--- config.mk ---
export PLATFORM = sky130hd
export DESIGN_NAME = neopixel_strand_receiver
export DESIGN_NICKNAME = d
export VERILOG_FILES = /design/src/rtl/neopixel_pkg.sv /design/src/rtl/neo_line_sync.sv /design/src/rtl/neopixel_strand_receiver.sv
export SDC_FILE = /design/constraint.sdc
export NUM_CORES = 1
export LEC_CHECK = 0
export ABC_AREA = 1
export CAP_MARGIN = 20
export CORE_ASPECT_RATIO = 1.5
export CORE_UTILIZATION = 35
export CTS_CLUSTER_DIAMETER = 30
export CTS_CLUSTER_SIZE = 40
export DETAILED_ROUTE_END_ITERATION = 7
export GPL_ROUTABILITY_DRIVEN = 1
export GPL_TIMING_DRIVEN = 0
export PLACE_DENSITY_LB_ADDON = 0.12
export SETUP_SLACK_MARGIN = 0.1
export SLEW_MARGIN = 20
export SYNTH_ARGS = -nofsm -noshare
export SYNTH_HDL_FRONTEND = slang
export SYNTH_HIERARCHICAL = 1
export SYNTH_SLANG_ARGS = --single-unit
--- constraint.sdc ---
create_clock -name clock -period 1.8 [get_ports clock]
set_input_delay 0.54 -clock clock [delete_from_list [all_inputs] [get_ports clock]]
set_output_delay 0.54 -clock clock [all_outputs]
set_load 0.02 [all_outputs]
--- src/rtl/neopixel_pkg.sv ---
// Shared NeoPixel protocol definitions: receiver state encoding and the bit/latch
// timing that both the strand controller and this receiver use.
package neopixel_pkg;

    localparam int BITS_PER_PIXEL = 24;

    localparam int DEF_NUM_PIXELS   = 5;
    localparam int DEF_BIT_THRESH   = 26;
    localparam int DEF_MIN_HIGH     = 8;
    localparam int DEF_MAX_HIGH     = 60;
    localparam int DEF_RESET_CYCLES = 2500;

    // Transmit pulse widths in clock cycles at 50 MHz.
    localparam int T0H_CYCLES = 18;
    localparam int T0L_CYCLES = 32;
    localparam int T1H_CYCLES = 35;
    localparam int T1L_CYCLES = 15;

    typedef enum logic [1:0] {
        ST_UNARMED = 2'd0,
        ST_ARMED   = 2'd1,
        ST_HIGH    = 2'd2,
        ST_LOW     = 2'd3
    } neo_state_t;

    function automatic int packet_bits(input int num_pixels);
        return BITS_PER_PIXEL * num_pixels;
    endfunction

endpackage

--- src/rtl/neo_line_sync.sv ---
// Two-flop synchronizer for the strand data line with registered edge strobes
// that coincide with the synced level changing.
module neo_line_sync (
    input  logic i_clock,
    input  logic i_reset_n,
    input  logic i_line,
    output logic o_level,
    output logic o_rise,
    output logic o_fall
);

    logic r_meta;
    logic r_sync;
    logic r_rise;
    logic r_fall;

    // Synchronize the line and derive single-cycle rise/fall strobes.
    always_ff @(posedge i_clock) begin
        if (!i_reset_n) begin
            r_meta <= 1'b0;
            r_sync <= 1'b0;
            r_rise <= 1'b0;
            r_fall <= 1'b0;
        end else begin
            r_meta <= i_line;
            r_sync <= r_meta;
            r_rise <= r_meta & ~r_sync;
            r_fall <= ~r_meta & r_sync;
        end
    end

    assign o_level = r_sync;
    assign o_rise  = r_rise;
    assign o_fall  = r_fall;

endmodule

--- src/rtl/neopixel_strand_receiver.sv ---
// NeoPixel receive decoder: measures high-pulse widths, assembles GRB pixels
// MSB-first and publishes the whole strand when a latch gap closes the frame.
module neopixel_strand_receiver
    import neopixel_pkg::*;
#(
    parameter int NUM_PIXELS   = DEF_NUM_PIXELS,
    parameter int BIT_THRESH   = DEF_BIT_THRESH,
    parameter int MIN_HIGH     = DEF_MIN_HIGH,
    parameter int MAX_HIGH     = DEF_MAX_HIGH,
    parameter int RESET_CYCLES = DEF_RESET_CYCLES
) (
    input  logic                                     clock,
    input  logic                                     reset_n,
    input  logic                                     neo_data,
    output logic [BITS_PER_PIXEL*NUM_PIXELS-1:0]     display_packet,
    output logic                                     frame_valid,
    output logic                                     frame_error,
    output logic [$clog2(BITS_PER_PIXEL*NUM_PIXELS+2)-1:0] bit_count,
    output logic                                     busy
);

    localparam int PKT_W = packet_bits(NUM_PIXELS);
    localparam int BC_W  = $clog2(PKT_W + 2);
    localparam int CNT_W = $clog2(RESET_CYCLES + 1);

    localparam logic [CNT_W-1:0] CNT_ZERO  = {CNT_W{1'b0}};
    localparam logic [CNT_W-1:0] CNT_ONE   = CNT_W'(1);
    localparam logic [CNT_W-1:0] CNT_MAX   = {CNT_W{1'b1}};
    localparam logic [CNT_W-1:0] CNT_GAP   = CNT_W'(RESET_CYCLES);
    localparam logic [CNT_W-1:0] CNT_MINHI = CNT_W'(MIN_HIGH);
    localparam logic [CNT_W-1:0] CNT_MAXHI = CNT_W'(MAX_HIGH);
    localparam logic [CNT_W-1:0] CNT_THR   = CNT_W'(BIT_THRESH);

    localparam logic [BC_W-1:0]  BC_ZERO = {BC_W{1'b0}};
    localparam logic [BC_W-1:0]  BC_ONE  = BC_W'(1);
    localparam logic [BC_W-1:0]  BC_FULL = BC_W'(PKT_W);
    localparam logic [BC_W-1:0]  BC_SAT  = BC_W'(PKT_W + 1);

    logic w_level;
    logic w_rise;
    logic w_fall;
    logic w_bit_one;
    logic w_hi_bad;

    neo_state_t         r_state;
    logic [CNT_W-1:0]   r_hi_cnt;
    logic [CNT_W-1:0]   r_lo_cnt;
    logic [PKT_W-1:0]   r_shift;
    logic [PKT_W-1:0]   r_display;
    logic [BC_W-1:0]    r_bit_count;
    logic               r_frame_valid;
    logic               r_frame_error;
    logic               r_busy;

    neo_line_sync u_line_sync (
        .i_clock   (clock),
        .i_reset_n (reset_n),
        .i_line    (neo_data),
        .o_level   (w_level),
        .o_rise    (w_rise),
        .o_fall    (w_fall)
    );

    function automatic logic [CNT_W-1:0] sat_inc(input logic [CNT_W-1:0] v);
        return (v == CNT_MAX) ? v : v + CNT_ONE;
    endfunction

    assign w_bit_one = (r_hi_cnt >= CNT_THR);
    assign w_hi_bad  = (r_hi_cnt < CNT_MINHI) || (r_hi_cnt > CNT_MAXHI);

    // Receive state machine: arming, pulse measurement, bit assembly, frame publish.
    always_ff @(posedge clock) begin
        if (!reset_n) begin
            r_state       <= ST_UNARMED;
            r_hi_cnt      <= CNT_ZERO;
            r_lo_cnt      <= CNT_ZERO;
            r_shift       <= {PKT_W{1'b0}};
            r_display     <= {PKT_W{1'b0}};
            r_bit_count   <= BC_ZERO;
            r_frame_valid <= 1'b0;
            r_frame_error <= 1'b0;
            r_busy        <= 1'b0;
        end else begin
            r_frame_valid <= 1'b0;
            r_frame_error <= 1'b0;
            case (r_state)
                ST_UNARMED: begin
                    r_busy <= 1'b0;
                    if (w_level) begin
                        r_lo_cnt <= CNT_ZERO;
                    end else if (r_lo_cnt >= CNT_GAP) begin
                        r_lo_cnt <= CNT_ZERO;
                        r_state  <= ST_ARMED;
                    end else begin
                        r_lo_cnt <= sat_inc(r_lo_cnt);
                    end
                end
                ST_ARMED: begin
                    if (w_rise) begin
                        r_hi_cnt <= CNT_ONE;
                        r_busy   <= 1'b1;
                        r_state  <= ST_HIGH;
                    end else begin
                        r_busy   <= 1'b0;
                    end
                end
                ST_HIGH: begin
                    // A pulse outside the legal window, or a line stuck high, aborts the frame.
                    if ((w_fall && w_hi_bad) || (!w_fall && (r_hi_cnt > CNT_MAXHI))) begin
                        r_frame_error <= 1'b1;
                        r_bit_count   <= BC_ZERO;
                        r_lo_cnt      <= CNT_ZERO;
                        r_busy        <= 1'b0;
                        r_state       <= ST_UNARMED;
                    end else if (w_fall) begin
                        if (r_bit_count < BC_FULL) begin
                            r_shift <= {r_shift[PKT_W-2:0], w_bit_one};
                        end else begin
                            r_shift <= r_shift;
                        end
                        r_bit_count <= (r_bit_count < BC_SAT) ? r_bit_count + BC_ONE : r_bit_count;
                        r_lo_cnt    <= CNT_ONE;
                        r_state     <= ST_LOW;
                    end else begin
                        r_hi_cnt <= sat_inc(r_hi_cnt);
                    end
                end
                ST_LOW: begin
                    if (w_rise) begin
                        r_hi_cnt <= CNT_ONE;
                        r_state  <= ST_HIGH;
                    end else if (r_lo_cnt >= CNT_GAP) begin
                        if (r_bit_count == BC_FULL) begin
                            r_display     <= r_shift;
                            r_frame_valid <= 1'b1;
                        end else begin
                            r_frame_error <= 1'b1;
                        end
                        r_bit_count <= BC_ZERO;
                        r_lo_cnt    <= CNT_ZERO;
                        r_busy      <= 1'b0;
                        r_state     <= ST_ARMED;
                    end else begin
                        r_lo_cnt <= sat_inc(r_lo_cnt);
                    end
                end
                default: begin
                    r_hi_cnt    <= CNT_ZERO;
                    r_lo_cnt    <= CNT_ZERO;
                    r_bit_count <= BC_ZERO;
                    r_busy      <= 1'b0;
                    r_state     <= ST_UNARMED;
                end
            endcase
        end
    end

    assign display_packet = r_display;
    assign frame_valid    = r_frame_valid;
    assign frame_error    = r_frame_error;
    assign bit_count      = r_bit_count;
    assign busy           = r_busy;

endmodule

== After elaboration in Yosys (flattened, before gate mapping) ==
Cells that the tools add are included.
Operators by class
  add/sub/neg operators: 3
  order comparisons: 6
  equal/unequal tests: 17
  mux-type cells: 36
  bitwise gates (word level): 9
  reductions and logical operators: 18
Operators with widths (number)
  $mux 12: 10
  $pmux 12 s3: 1
  $mux 7: 5
  $add 12x1->12 const B: 2
  $eq 12x12->1 const B: 2
  $pmux 12 s2: 1
  $lt 7x7->1 const B: 2
  $ne 2x2->1 const B: 7
  $pmux 7 s2: 1
  $ge 12x12->1 const B: 1
  $ge 12x5->1 const B: 1
  $gt 12x6->1 const B: 1
  $lt 12x4->1 const B: 1
  $mux 2: 6
  $reduce_and 5->1: 2
  $mux 1: 9
  $reduce_and 3->1: 3
  $pmux 2 s4: 1
  $reduce_and 4->1: 2
  $add 7x1->7 const B: 1
  $eq 7x7->1 const B: 1
  $not 1->1: 7
  $eq 2x2->1 const B: 2
  $ne 2x1->1 const B: 2
  14 further kinds: 18
Word-level totals
  flip-flop bits (word level): 280
  input port bits: 3
  output and inout port bits: 130
  logic and storage cells: 102

== Depth between registers and ports, before layout ==
  depth in word-level cells: 6
  mapped depth: 12
  mapped depth without buffers: 11

== Modules after synthesis ==
Netlist, hierarchy kept.
Modules (own cells, without submodules)
  neopixel_strand_receiver: instances 1, cells an instance 1333, area each 11350.9 µm², sequential area each 5525.3 µm²
  neo_line_sync: instances 1, cells an instance 11, area each 108.9 µm², sequential area each 80.1 µm²

== Worst setup path after synthesis ==
Ideal clock, no wire load.
  kind: register -> register
  from: reg r_bit_count[0], in the netlist bit_count[0]
  to: reg r_display[0], in the netlist display_packet[0]
  arrival: 1.631 ns
  data required time: 1.719 ns
  setup slack: 0.089 ns
  cell stages (with the launch flop): 12
  path buffers: 2
  cell sequence: dfxtp_1 > inv_1 > ha_1 > inv_1 > nor2_1 > nand2_1 > inv_1 > nand2_2 > buf_6 > buf_2 > nor2_1 > a211oi_2
On the way
  cells in the longest elaborated chain, start to end: 2
Ends and longest elaborated chain
  from (decl): line neopixel_strand_receiver.sv:50  | logic [BC_W-1:0] r_bit_count;
  from (signal assigned): line neopixel_strand_receiver.sv:121  | r_bit_count <= (r_bit_count < BC_SAT) ? r_bit_count + BC_ONE : r_bit_count;
  $eq 7x7->1: line neopixel_strand_receiver.sv:133  | if (r_bit_count == BC_FULL) begin
  $reduce_and 4->1 (no source line)
  to (signal assigned): line neopixel_strand_receiver.sv:78  | r_display <= {PKT_W{1'b0}};
  to (signal assigned): line neopixel_strand_receiver.sv:134  | r_display <= r_shift;
  to (decl): line neopixel_strand_receiver.sv:49  | logic [PKT_W-1:0] r_display;
No other way between the ends.
A chain may end at the register's enable or synchronous reset.

== Worst setup path after layout ==
  from: reg r_bit_count[0], in the netlist bit_count[0]
  to: reg r_display[76], in the netlist display_packet[76]
Same word-level chain as after synthesis.

==> impl_metrics.tcl <==
set metrics [dict create \
    run_status "completed" \
    cts_tree "yes" \
    cts.path.max_buffers 3 \
    r2r_start "bit_count[0]$_SDFFE_PN0P_" \
    leakagePower_nw 6.73 \
    crit_path_max_fanout 6 \
    vias 9808 \
    fin_setup_tns_ps 0 \
    tightest_slew_ps 752 \
    hold_viol 0 \
    r2r_cells 11 \
    drt_first_iter_violations 453 \
    worst_hold_slack_ps 415 \
    syn2layout_area_growth_pct 43.3 \
    cts.sinks 280 \
    worst-setup-path-type "flip-flop to flip-flop" \
    fin_nets 1592 \
    dp_cells 1886 \
    final.min_clock_period_ps 1720 \
    h-tree-depth 2 \
    layout_common_cells "dfxtp_1 (256), inv_1 (205), a21oi_1 (140)" \
    drive_gt1_share_pct 42.9 \
    hp-class "flip-flop to flip-flop" \
    cap_violations 0 \
    worstHoldStart "u_line_sync/r_meta$_SDFF_PN0_" \
    ys_warn_count 6 \
    pin_count 133 \
    ys_seq_elements 280 \
    num_rows 80 \
    routedWlPerCell_um 15.7 \
    drc_errors 0 \
    synth_nets 1354 \
    drv_slew 0 \
    finalNonFillerCells 2036 \
    syn_area_sq_um 11500 \
    vias_per_cell 4.82 \
    dp_slack_ps -1380 \
    grt_max_degree 15 \
    antenna_found_initial 0 \
    root_buffer "clkbuf_16" \
    place_area_sq_um 13300 \
    ir_worst_vdd_uv 706 \
    synth.distinct_cells 29 \
    grt_setup_unrepaired "yes" \
    grt_pass1_vias 9453 \
    fmax_ghz 0.583 \
    fin_skew_ps 16.2 \
    fp.dieW_um 150 \
    grt_usage_pct 18.5 \
    final_common_cell "dfxtp_1" \
    min_path_cells 1 \
    slew_headroom_pct 49.9 \
    fin_crit_sh_pct 95.4 \
    seq_area_frac_synth_pct 48.9 \
    worst-endpoint-arrival_ps 2130 \
    dp_hpwl_mm 20.3 \
    core_sq_um 32000 \
    dieHeight_um 224 \
    postRouteAntennaNets 0 \
    fp.dieArea_sq_um 33500 \
    cts_buffers 56 \
    clk-insertion-delay-late_ps 560 \
    grt_pass1_wl_mm 49.1 \
    critPathCaptureType "flip-flop" \
    dr.pass1.iters 5 \
    syn_inst 1344 \
    cp-start-kind "flip-flop" \
    clk_pin_slew_ps 50 \
    initial_utilization_pct 35.8 \
    fin_ws_ps 83.3 \
    cts-hold-fix-buffers 0 \
    design_area_sq_um 16400 \
    hold_end "u_line_sync/o_fall$_SDFF_PN0_" \
    r2r-end "display_packet[76]$_SDFFE_PN0P_" \
    finalSetupViolations 0 \
    power_density_nw_per_um2 1060 \
    postRouteWirelength_mm 31.9 \
    cp.required_ps 2210 \
    antenna_cells 0 \
    port-buffer-count 132 \
    regToRegSetupSlack_ps 80 \
    grt-ovfl-total 0 \
    place.gp.congestion 0.846 \
    avgSynthCellArea_sq_um 8.53 \
]
through the flow:
step	utilization, %	total power, W
after global placement	41.5	0.00659
after detailed placement	41.5	0.00659
after floorplan	-	0.00651
final	51.3	0.0174
after global routing	51.3	0.0179
after CTS	48.4	0.0176
cell type report:
cell class / instances / area, sq um
inverters: 220 / 838
fillers: 3048 / 15600
plain buffers: 87 / 836
repair buffers: 179 / 1260
clock inverters: 33 / 459
well taps: 410 / 513
multi-input cells: 758 / 5310
flip-flops and latches: 280 / 5660
clock buffers: 69 / 1550
cells in the mapped netlist (all sizes together):
library cell	instances	area, sq um
nand3b	2	15.0
or2	1	6.26
nor2	190	773
nor4	1	6.26
buf	49	364
o21ai	132	661
inv	220	826
xor2	8	70.1
a211oi	120	1500
nand4	6	37.5
nand2	92	365
clkbuf	38	143
a21oi	147	736
xnor2	1	8.76
a31oi	1	6.26
nor3	12	65.1
dfxtp	280	5610
nand3	36	180
ha	7	87.6
nor3b	1	7.51
worst max-delay path, cell delays in order, from the launching register on:
cell and delay (ps):
dfxtp_4 370, inv_4 80, ha_4 120, inv_1 40, nor2_2 120, nand2_2 110
inv_4 100, nand2_8 110, buf_12 180, clkbuf_16 160, nor2_4 110, a211oi_2 50
registers in the layout, indices dropped and copies added, names as in the netlist:
signal and count:
display_packet 120, u_line_sync/o_rise 1, r_hi_cnt 12, r_lo_cnt 12, r_shift 120, u_line_sync/o_level 1, frame_error 1, bit_count 7
u_line_sync/r_meta 1, r_state 2, busy 1, frame_valid 1, u_line_sync/o_fall 1
per-layer routing:
| layer | global-route usage (%) | up-vias | wire length [um] | part of all wire [%] |
|---|---|---|---|---|
| met5 | 0 | - | 0 | 0 |
| met4 | 6.94 | 0 | 1010 | 3.2 |
| met3 | 3.52 | 65 | 1380 | 4.3 |
| met2 | 31.9 | 251 | 16000 | 50 |
| met1 | 22.4 | 4598 | 13500 | 42 |
| li1 | - | 4894 | - | - |
what timing repair did:
action	CTS	global route
cloned	3	10
resized for setup	771	196
pin swaps	8	27
buffers inserted	11	24
endpoints found under the setup margin	406	275
logic make-up after synthesis:
logic type	count (synthesis)	share of synthesized area [%]
AOI/OAI and AO/OA	400	25.3
xor gates and xnor gates	9	0.688
DFF	280	48.9
and+or+nand+nor	341	12.7
adders and majority gates	7	0.764
buffers and inverters	307	11.6
where the power goes:
group	internal [W]	total (W)	switching, W	leakage, nW
clock network	0.00741	0.0109	0.00347	0.972
logic	0.0000678	0.000261	0.000193	3.48
registers	0.00621	0.00622	0.00000968	2.27
total	0.0137	0.0174	0.00367	6.73
worst max path at each step:
stage,slack [ps],end,cells after the start,startpoint
floorplan,160,display_packet[0]$_SDFFE_PN0P_,9,bit_count[5]$_SDFFE_PN0P_
global placement,-1390,display_packet[1]$_SDFFE_PN0P_,5,reset_n
detailed placement,-1380,display_packet[1]$_SDFFE_PN0P_,5,reset_n
CTS,70,display_packet[1]$_SDFFE_PN0P_,11,r_lo_cnt[7]$_SDFFE_PN0P_
global route,20,r_shift[70]$_SDFFE_PN0P_,10,bit_count[6]$_SDFFE_PN0P_
finish,80,display_packet[76]$_SDFFE_PN0P_,11,bit_count[0]$_SDFFE_PN0P_
(Power assumes the default switching activity.)
